### src/rtl/dual_ram_arbiter_pkg.sv
// dual_ram_arbiter_pkg: owner encoding and read latency shared by the arbiter and its bench
package dual_ram_arbiter_pkg;
  typedef enum logic {OWN_A = 1'b0, OWN_B = 1'b1} owner_e;
  localparam int RD_LATENCY = 3;
endpackage

### src/rtl/rr_arb2.sv
// rr_arb2: two-way round-robin grant; the pointer flips only on contention
module rr_arb2 (
  input  logic       clk,
  input  logic       rst,
  input  logic [1:0] req,
  output logic [1:0] gnt
);
  logic ptr;
  always_comb begin
    gnt[0] = req[0] & (!req[1] | !ptr);
    gnt[1] = req[1] & (!req[0] | ptr);
  end
  always_ff @(posedge clk or posedge rst)
    if (rst) ptr <= 1'b0;
    else if (&req) ptr <= ~ptr;
endmodule

### src/rtl/dual_ram_arbiter.sv
// dual_ram_arbiter: shares one registered-read dual-port RAM between requesters A and B
module dual_ram_arbiter
  import dual_ram_arbiter_pkg::*;
#(
  parameter int D_WIDTH = 16,
  parameter int A_WIDTH = 6
) (
  input  logic               clk,
  input  logic               rst,
  input  logic               a_req_valid,
  output logic               a_req_ready,
  input  logic               a_req_we,
  input  logic [A_WIDTH-1:0] a_req_addr,
  input  logic [D_WIDTH-1:0] a_req_wdata,
  output logic               a_rsp_valid,
  output logic [D_WIDTH-1:0] a_rsp_data,
  input  logic               b_req_valid,
  output logic               b_req_ready,
  input  logic               b_req_we,
  input  logic [A_WIDTH-1:0] b_req_addr,
  input  logic [D_WIDTH-1:0] b_req_wdata,
  output logic               b_rsp_valid,
  output logic [D_WIDTH-1:0] b_rsp_data,
  output logic               ram_cs,
  output logic               ram_we,
  output logic               ram_oe,
  output logic [A_WIDTH-1:0] ram_raddr,
  output logic [A_WIDTH-1:0] ram_waddr,
  output logic [D_WIDTH-1:0] ram_d,
  input  logic [D_WIDTH-1:0] ram_out
);
  logic [1:0] rd_req, wr_req, rd_gnt, wr_gnt;
  logic s1_v, s2_v;
  owner_e s1_own, s2_own;
  // a write landing in the capture cycle would tri-state ram_out, so block writes during issue
  assign rd_req = {b_req_valid & !b_req_we, a_req_valid & !a_req_we};
  assign wr_req = {b_req_valid & b_req_we, a_req_valid & a_req_we} & {2{!s1_v}};
  rr_arb2 u_rd_arb (.clk(clk), .rst(rst), .req(rd_req), .gnt(rd_gnt));
  rr_arb2 u_wr_arb (.clk(clk), .rst(rst), .req(wr_req), .gnt(wr_gnt));
  assign a_req_ready = a_req_we ? wr_gnt[0] : rd_gnt[0];
  assign b_req_ready = b_req_we ? wr_gnt[1] : rd_gnt[1];
  assign ram_oe = s1_v | s2_v;
  assign ram_cs = !(ram_oe | ram_we);
  always_ff @(posedge clk or posedge rst)
    if (rst) begin
      s1_v        <= 1'b0;
      s2_v        <= 1'b0;
      s1_own      <= OWN_A;
      s2_own      <= OWN_A;
      a_rsp_valid <= 1'b0;
      b_rsp_valid <= 1'b0;
      a_rsp_data  <= '0;
      b_rsp_data  <= '0;
      ram_we      <= 1'b0;
      ram_raddr   <= '0;
      ram_waddr   <= '0;
      ram_d       <= '0;
    end else begin
      s1_v        <= |rd_gnt;
      s1_own      <= rd_gnt[1] ? OWN_B : OWN_A;
      s2_v        <= s1_v;
      s2_own      <= s1_own;
      a_rsp_valid <= s2_v && s2_own == OWN_A;
      b_rsp_valid <= s2_v && s2_own == OWN_B;
      if (s2_v && s2_own == OWN_A) a_rsp_data <= ram_out;
      if (s2_v && s2_own == OWN_B) b_rsp_data <= ram_out;
      if (|rd_gnt) ram_raddr <= rd_gnt[1] ? b_req_addr : a_req_addr;
      ram_we <= |wr_gnt;
      if (|wr_gnt) begin
        ram_waddr <= wr_gnt[1] ? b_req_addr : a_req_addr;
        ram_d     <= wr_gnt[1] ? b_req_wdata : a_req_wdata;
      end
    end
endmodule
### config.mk
export PLATFORM = sky130hd
export DESIGN_NAME = dual_ram_arbiter
export DESIGN_NICKNAME = d
export VERILOG_FILES = /design/src/rtl/dual_ram_arbiter_pkg.sv /design/src/rtl/rr_arb2.sv /design/src/rtl/dual_ram_arbiter.sv
export SDC_FILE = /design/constraint.sdc
export NUM_CORES = 1
export LEC_CHECK = 0
export CAP_MARGIN = 25
export CORE_ASPECT_RATIO = 1.5
export CORE_MARGIN = 1
export CORE_UTILIZATION = 45
export DETAILED_ROUTE_END_ITERATION = 12
export GPL_TIMING_DRIVEN = 0
export HOLD_SLACK_MARGIN = 0.03
export PLACE_DENSITY_LB_ADDON = 0.3
export SLEW_MARGIN = 30
export SYNTH_ARGS = -nofsm -noshare
export SYNTH_HDL_FRONTEND = slang
export SYNTH_HIERARCHICAL = 1
export SYNTH_SLANG_ARGS = --single-unit
### constraint.sdc
create_clock -name clk -period 3.15 [get_ports clk]
set_input_delay 0.63 -clock clk [delete_from_list [all_inputs] [get_ports clk]]
set_output_delay 0.63 -clock clk [all_outputs]
set_load 0.03 [all_outputs]
==> results of run 1 <==
[logic make-up (layout without fill, tap and decap cells)]
kind of cell,after synthesis,after routing,share of synthesized area
buffers and inverters,20,168,0.04174
AO/OA/AOI/OAI,32,32,0.05852
multiplexers,62,62,0.2397
AND/OR/NAND/NOR,42,42,0.06025
XOR/XNOR,2,2,0.006025
flip-flops,69,69,0.5938
[path summary, 6_finish.rpt]
kind / startpoint / end / slack [ns] / cells past startpoint
max in group asynchronous: rst / a_rsp_data[8] / 1.96 / 3
hold reg to reg: s1_own / s2_own / 0.35 / 0
min in group asynchronous: rst / u_rd_arb/ptr / 0.54 / 2
setup reg to reg: s1_v / ram_d[6] / 1.36 / 6
setup / recovery: a_req_we / a_req_ready / 0.16 / 7
hold / removal: s1_own / s2_own / 0.35 / 0
[cells in the final DEF, fill, tap and decap left out]
master	instances
clkdlybuf4s50_1	130
dfrtp_1	69
nand2_1	32
mux2i_1	28
o21ai_0	28
mux2_2	25
clkbuf_8	10
mux2_4	9
inv_1	6
or2_2	3
buf_2	3
clkbuf_1	3
nor2_1	3
buf_4	2
buf_6	2
buf_12	2
nor2b_1	2
inv_6	2
bufinv_16	2
xnor2_1	2
a21boi_0	2
a21boi_1	2
clkbuf_2	1
nand2_2	1
nand2b_1	1
inv_4	1
clkinv_4	1
clkinvlp_4	1
clkdlybuf4s15_2	1
dlygate4sd2_1	1
[area by class of cell]
| class | count | area share |
|---|---|---|
| Sequential cell | 69 | 0.3779 |
| Timing Repair Buffer | 133 | 0.2935 |
| Multi-Input combinational cell | 138 | 0.2319 |
| Clock buffer | 10 | 0.03012 |
| Clock inverter | 6 | 0.02054 |
| Tap cell | 74 | 0.02026 |
| Buffer | 12 | 0.01944 |
| Inverter | 7 | 0.006298 |
[worst register-to-register path, stage by stage (launching register included)]
cell,delay [ns]
dfrtp_1,0.40
nor2_1,0.18
a21boi_0,0.22
buf_4,0.29
buf_4,0.27
mux2i_1,0.20
o21ai_0,0.10
[power groups by stage]
stage / Clock (W) / Sequential (W) / Combinational (W)
finish: 0.000826 / 0.00127 / 0.00145
global route: 0.000883 / 0.00130 / 0.00154
CTS: 0.000842 / 0.00127 / 0.00146
detailed placement: 0 / 0.00128 / 0.00146
global placement: 0 / 0.00127 / 0.00144
floorplan: 0 / 0.00174 / 0.000344
[metrics by stage]
stage / worst slack (ns) / hold WS [ns] / setup TNS (ns) / cells / utilization
2_1_floorplan: 0.8368 / 0.3312 / 0 / 227 / -
3_3_place_gp: -0.3601 / 0.3324 / -24.42 / 433 / 0.6999
3_5_place_dp: -0.3168 / 0.3347 / -0.5709 / 434 / 0.7035
4_1_cts: 0.01303 / 0.3522 / 0 / 450 / 0.7412
5_1_grt: 0.04337 / 0.3607 / 0 / 449 / 0.7400
6_report: 0.1601 / 0.3508 / 0 / 449 / 0.7400
[per-layer routing]
layer,GRT usage,vias up
li1,-,1055
met1,0.2502,1060
met2,0.3618,96
met3,0.07466,2
met4,0.05892,0
met5,0,-
[cell usage after synthesis, drive strengths merged]
master,number
a21boi,4
buf,9
clkbuf,4
dfrtp,69
inv,7
mux2,34
mux2i,28
nand2,33
nand2b,1
nor2,3
nor2b,2
o21ai,28
or2,3
xnor2,2
[state kept, by name (all words and copies together), names as in the netlist]
| register | count |
|---|---|
| b_rsp_valid | 1 |
| ram_raddr | 6 |
| ram_waddr | 6 |
| s1_v | 1 |
| u_wr_arb/ptr | 1 |
| s2_v | 1 |
| a_rsp_valid | 1 |
| s2_own | 1 |
| u_rd_arb/ptr | 1 |
| a_rsp_data | 16 |
| ram_we | 1 |
| ram_d | 16 |
| b_rsp_data | 16 |
| s1_own | 1 |
[timing repair]
item / 4_1_cts / 5_1_grt
endpoints found under the setup margin: 2 / 1
resized for setup: 5 / 0
hold endpoints to repair: 0 / 0
pin swaps: 0 / 0
setup buffers: 0 / 0
==> flow_summary_export.csv, run 1 <==
group,metric,value,unit
status,status,"completed",
place,placedInstanceArea,4344,um^2
timing,hold_viol_final,0,
drt,drtPass1Iterations,6,
synth,netlist_area,2908,um^2
timing,layout_min_cycle_time,2.990,ns
global_route,antenna_found_initial,0,
hold_path,hp-class,"reg -> reg",
synth,yosysSeqAreaShare,0.5938,
pwr,peakVddDrop,0.0005041,V
worst_setup_path,critPathTopFamily,"buffers and inverters",
global_route,grt_overflow,0,
cts,root_buffer,"clkbuf_8",
synth,ys_warn_count,6,
synth,synth.net_count,293,
finish,syn2layout_area_growth,57.14,%
floorplanning,row_count,35,
finish,fillCellCount,440,
finish,final_nets,436,
pwr,internal_power,0.002290,W
worst_setup_path,max_stage_delay,0.51,ns
cts,clk_latency,0.33,ns
cts,hold_buffers,0,
worst_setup_path,worstSetupEndpointType,"output pin",
global_route,grt_pass1_vias,2337,
worst_setup_path,critPathMaxFanout,15,
drt,wl,6.681,mm
floorplanning,io_pins,133,
timing,tightest_slew,0.4623,ns
global_route,grt_use_total,0.2137,
cts,cts_buffer_depth,2,
pwr,power.density,774.8,nW/um^2
worst_setup_path,crit_chain,"clkdlybuf4s50_1 -> nand2_1 -> nor2_1 -> a21boi_0 -> buf_4 -> mux2_2 -> clkdlybuf4s15_2",
worst_setup_path,critPathKind,"in -> out",
drt,route.met3.wl,552,um
finish,layout.area.seq,1727,um^2
floorplanning,die_area,6794,um^2
cts,cts_max_level,3,
pwr,power,0.003540,W
drt,wl_met1,2.652,mm
pwr,comb_power_share,0.408,
cts,clock_sinks,69,
synth,ys_types,20,
pwr,p_sw_frac,0.3532,
place,hpwlAfterDp,5.060,mm
floorplanning,die_h,100.5,um
finish,multi_input_area,1060,um^2
drt,via_count,2213,
synth,synthCells,227,
finish,final_cell_area,4569,um^2
drt,post_drt_wl_per_cell,14.88,um
finish,layout-drive-gt1-share,0.1760,
worst_setup_path,crit_buf_inv,3,
cts,cts_buffers,9,
timing,skew,0.006357,ns
worst_setup_path,arrival,2.36,ns
pwr,power_frac_seq,0.359,
finish,diodes,0,
timing,post-route-period-util,0.9492,
timing,finalSetupViolCount,0,
flow_run,drv_cap,0,
synth,synth_top_cell_by_area,"dfrtp_1",
worst_setup_path,crit_path_start_kind,"input port",
drt,postRouteAntennaNets,0,
timing,fmax,334.5,MHz
cts,cts_tree,"yes",
floorplanning,die_w,67.64,um
drt,via_per_inst,4.929,
drt,remaining_drc_errors,0,
global_route,grt_pass1_wl,10.92,mm
pwr,p_leak,1.941,nW
timing,maxSlewViolCount,0,
worst_setup_path,cp.required,2.52,ns
place,gp_congestion,0.7051,
synth,synth_area_leaders,"dfrtp_1, mux2_2, mux2i_1, o21ai_0, mux2_4",
timing,rsz0062_at_grt,"no",
synth,ys_ff_latch,69,
drt,highest_layer,"met4",
drt,first_iter_violations,84,
drt,met2_length,3.449,mm
cts,clk_pin_slew,0.07,ns
synth,syn_avg_cell_area,12.81,um^2
floorplanning,initial_utilization,0.4709,
timing,max_slew_margin,0.6918,
synth,yosysTopAreaCellShare,0.5938,
pwr,power_switching,0.001251,W
global_route,grt_max_degree,44,
floorplanning,core,6175,um^2
worst_setup_path,critPathSlowestCell,"clkdlybuf4s50_1",
pwr,power.share.clock,0.233,
place,portBuffers,132,
Note: power is estimated with default switching activity, not from simulation.
==> run 2, diff against run 1 <==
==> constraint.sdc (replaced) <==
create_clock -name clk -period 3.9 [get_ports clk]
set_input_delay 0.78 -clock clk [delete_from_list [all_inputs] [get_ports clk]]
set_output_delay 0.78 -clock clk [all_outputs]
set_load 0.03 [all_outputs]
==> flow_summary_export.csv, run 2 (synthesized netlist as in run 1, its figures left out) <==
group,metric,value,unit
finish,final_nets,437,
timing,layout_min_cycle_time,3.786,ns
global_route,antenna_found_initial,0,
finish,top_regs,"a_rsp_data (16), b_rsp_data (16), ram_d (16)",
cts,hold_buffers,0,
worst_setup_path,critPathKind,"in -> out",
global_route,grt_use_total,0.2137,
finish,syn2layout_area_growth,57.36,%
timing,post-route-period-util,0.9707,
worst_setup_path,crit_end,"a_req_ready",
cts,clk_latency,0.34,ns
worst_setup_path,cp.required,3.12,ns
timing,maxSlewViolCount,0,
worst_setup_path,r2r_end,"ram_waddr[3]",
status,status,"completed",
timing,max_slew_margin,0.6913,
cts,cts_buffer_depth,2,
worst_setup_path,r2r_cells,6,
floorplanning,row_count,35,
global_route,grt_pass1_wl,10.92,mm
finish,fin_util,0.7410,
cts,cts_tree,"yes",
place,gp_congestion,0.7051,
global_route,grt_overflow,0,
place,placedInstanceArea,4344,um^2
worst_setup_path,max_stage_delay,0.66,ns
cts,cts_max_level,3,
cts,cts_setup_buffers,0,
worst_setup_path,crit_chain,"clkdlybuf4s50_1 -> nand2_1 -> nor2_1 -> a21boi_0 -> buf_4 -> buf_4 -> mux2_2 -> clkdlybuf4s50_1",
drt,via_per_inst,4.944,
floorplanning,core,6175,um^2
global_route,grt_pass1_vias,2331,
place,portBuffers,132,
flow_run,drv_cap,0,
finish,mostFrequentLayoutCells,"clkdlybuf4s50_1, dfrtp_1, nand2_1",
cts,cts-resized-gates,0,
drt,via_count,2225,
cts,root_buffer,"clkbuf_8",
worst_setup_path,startpoint,"a_req_we",
timing,setup_tns,0,ns
floorplanning,io_pins,133,
drt,remaining_drc_errors,0,
floorplanning,die_h,100.5,um
timing,hold_viol_final,0,
cts,clk_pin_slew,0.07,ns
timing,rsz0062_at_grt,"no",
finish,fillCellCount,440,
place,hpwlAfterDp,5.060,mm
worst_setup_path,arrival,3.01,ns
drt,postRouteAntennaNets,0,
worst_setup_path,r2r-start,"s1_v",
timing,setup_ws,0.1142,ns
cts,clock_sinks,69,
floorplanning,die_w,67.64,um
worst_setup_path,rrSetupSlack,2.13,ns
pwr,power,0.002863,W
worst_setup_path,critPathMaxFanout,10,
global_route,grt_max_degree,44,
timing,finalSetupViolCount,0,
drt,post_drt_wl_per_cell,14.91,um
finish,final_cell_area,4576,um^2
worst_setup_path,worstSetupEndpointType,"output pin",
drt,wl,6.711,mm
pwr,p_leak,1.939,nW
drt,drtPass1Iterations,6,
place,place_ws,0.1332,ns
timing,fmax,264.1,MHz
pwr,peakVddDrop,0.0004075,V
worst_setup_path,crit_path_start_kind,"input port",
finish,layout-drive-gt1-share,0.1729,
finish,final_common_cell,"clkdlybuf4s50_1",
timing,skew,0.007762,ns
pwr,power.density,625.7,nW/um^2
finish,diodes,0,
worst_setup_path,critPathSlowestCell,"clkdlybuf4s50_1",
floorplanning,initial_utilization,0.4709,
hold_path,hp-class,"reg -> reg",
timing,tightest_slew,0.4631,ns
floorplanning,die_area,6794,um^2
cts,cts_buffers,9,
drt,first_iter_violations,104,
-- run 2: changes by cell type in the layout (fill, tap and decap cells not counted) --
cell / delta
clkdlybuf4s50_1: +2
buf_4: +1
clkbuf_1: +1
clkbuf_2: -1
clkdlybuf4s15_2: -1
dlygate4sd2_1: -1
-- run 2: critical path: cells and delay by family --
kind	cells	cell delay (ns)
buffers and inverters	4	1.58
AND/OR/NAND/NOR	2	0.23
AO/OA/AOI/OAI	1	0.23
multiplexers	1	0.18
-- run 2: power breakdown --
| group | internal [W] | switching [W] |
|---|---|---|
| sequential | 0.000915 | 0.000110 |
| clock | 0.000383 | 0.000283 |
| combinational | 0.000553 | 0.000617 |
| total | 0.00185 | 0.00101 |
-- run 2: metrics by stage --
step / instances / hold slack [ns]
after global routing: 450 / 0.3607
after detailed placement: 434 / 0.3347
after CTS: 450 / 0.3522
after global placement: 433 / 0.3324
final: 450 / 0.3507
after floorplan: 227 / 0.3312
-- run 2: area by class of cell --
| class | count | area, um^2 | area share |
|---|---|---|---|
| plain buffers | 13 | 95.09 | 0.02078 |
| clock buffers | 10 | 137.6 | 0.03008 |
| clock inverters | 6 | 93.84 | 0.02051 |
| inverters | 7 | 28.78 | 0.006289 |
| multi-input cells | 138 | 1060 | 0.2316 |
| flip-flops and latches | 69 | 1727 | 0.3774 |
| well taps | 74 | 92.59 | 0.02024 |
| repair buffers | 133 | 1341 | 0.2931 |
-- run 2: how the worst min path moves through the flow --
stage / startpoint / to / slack (ns) / cells after the start
after floorplan: s1_own / s2_own / 0.33 / 0
after global placement: s1_own / s2_own / 0.33 / 0
after detailed placement: s1_own / s2_own / 0.33 / 0
after CTS: s1_own / s2_own / 0.35 / 0
after global routing: s1_own / s2_own / 0.36 / 0
final: s1_own / s2_own / 0.35 / 0
-- run 2: layer usage --
layer	routed length [um]	part of all wire	global-route usage	up-vias
li1	-	-	-	1057
met1	2656	0.40	0.2502	1072
met2	3494	0.52	0.3618	92
met3	518	0.077	0.07466	4
met4	42	0.0063	0.05892	0
met5	0	0	0	-
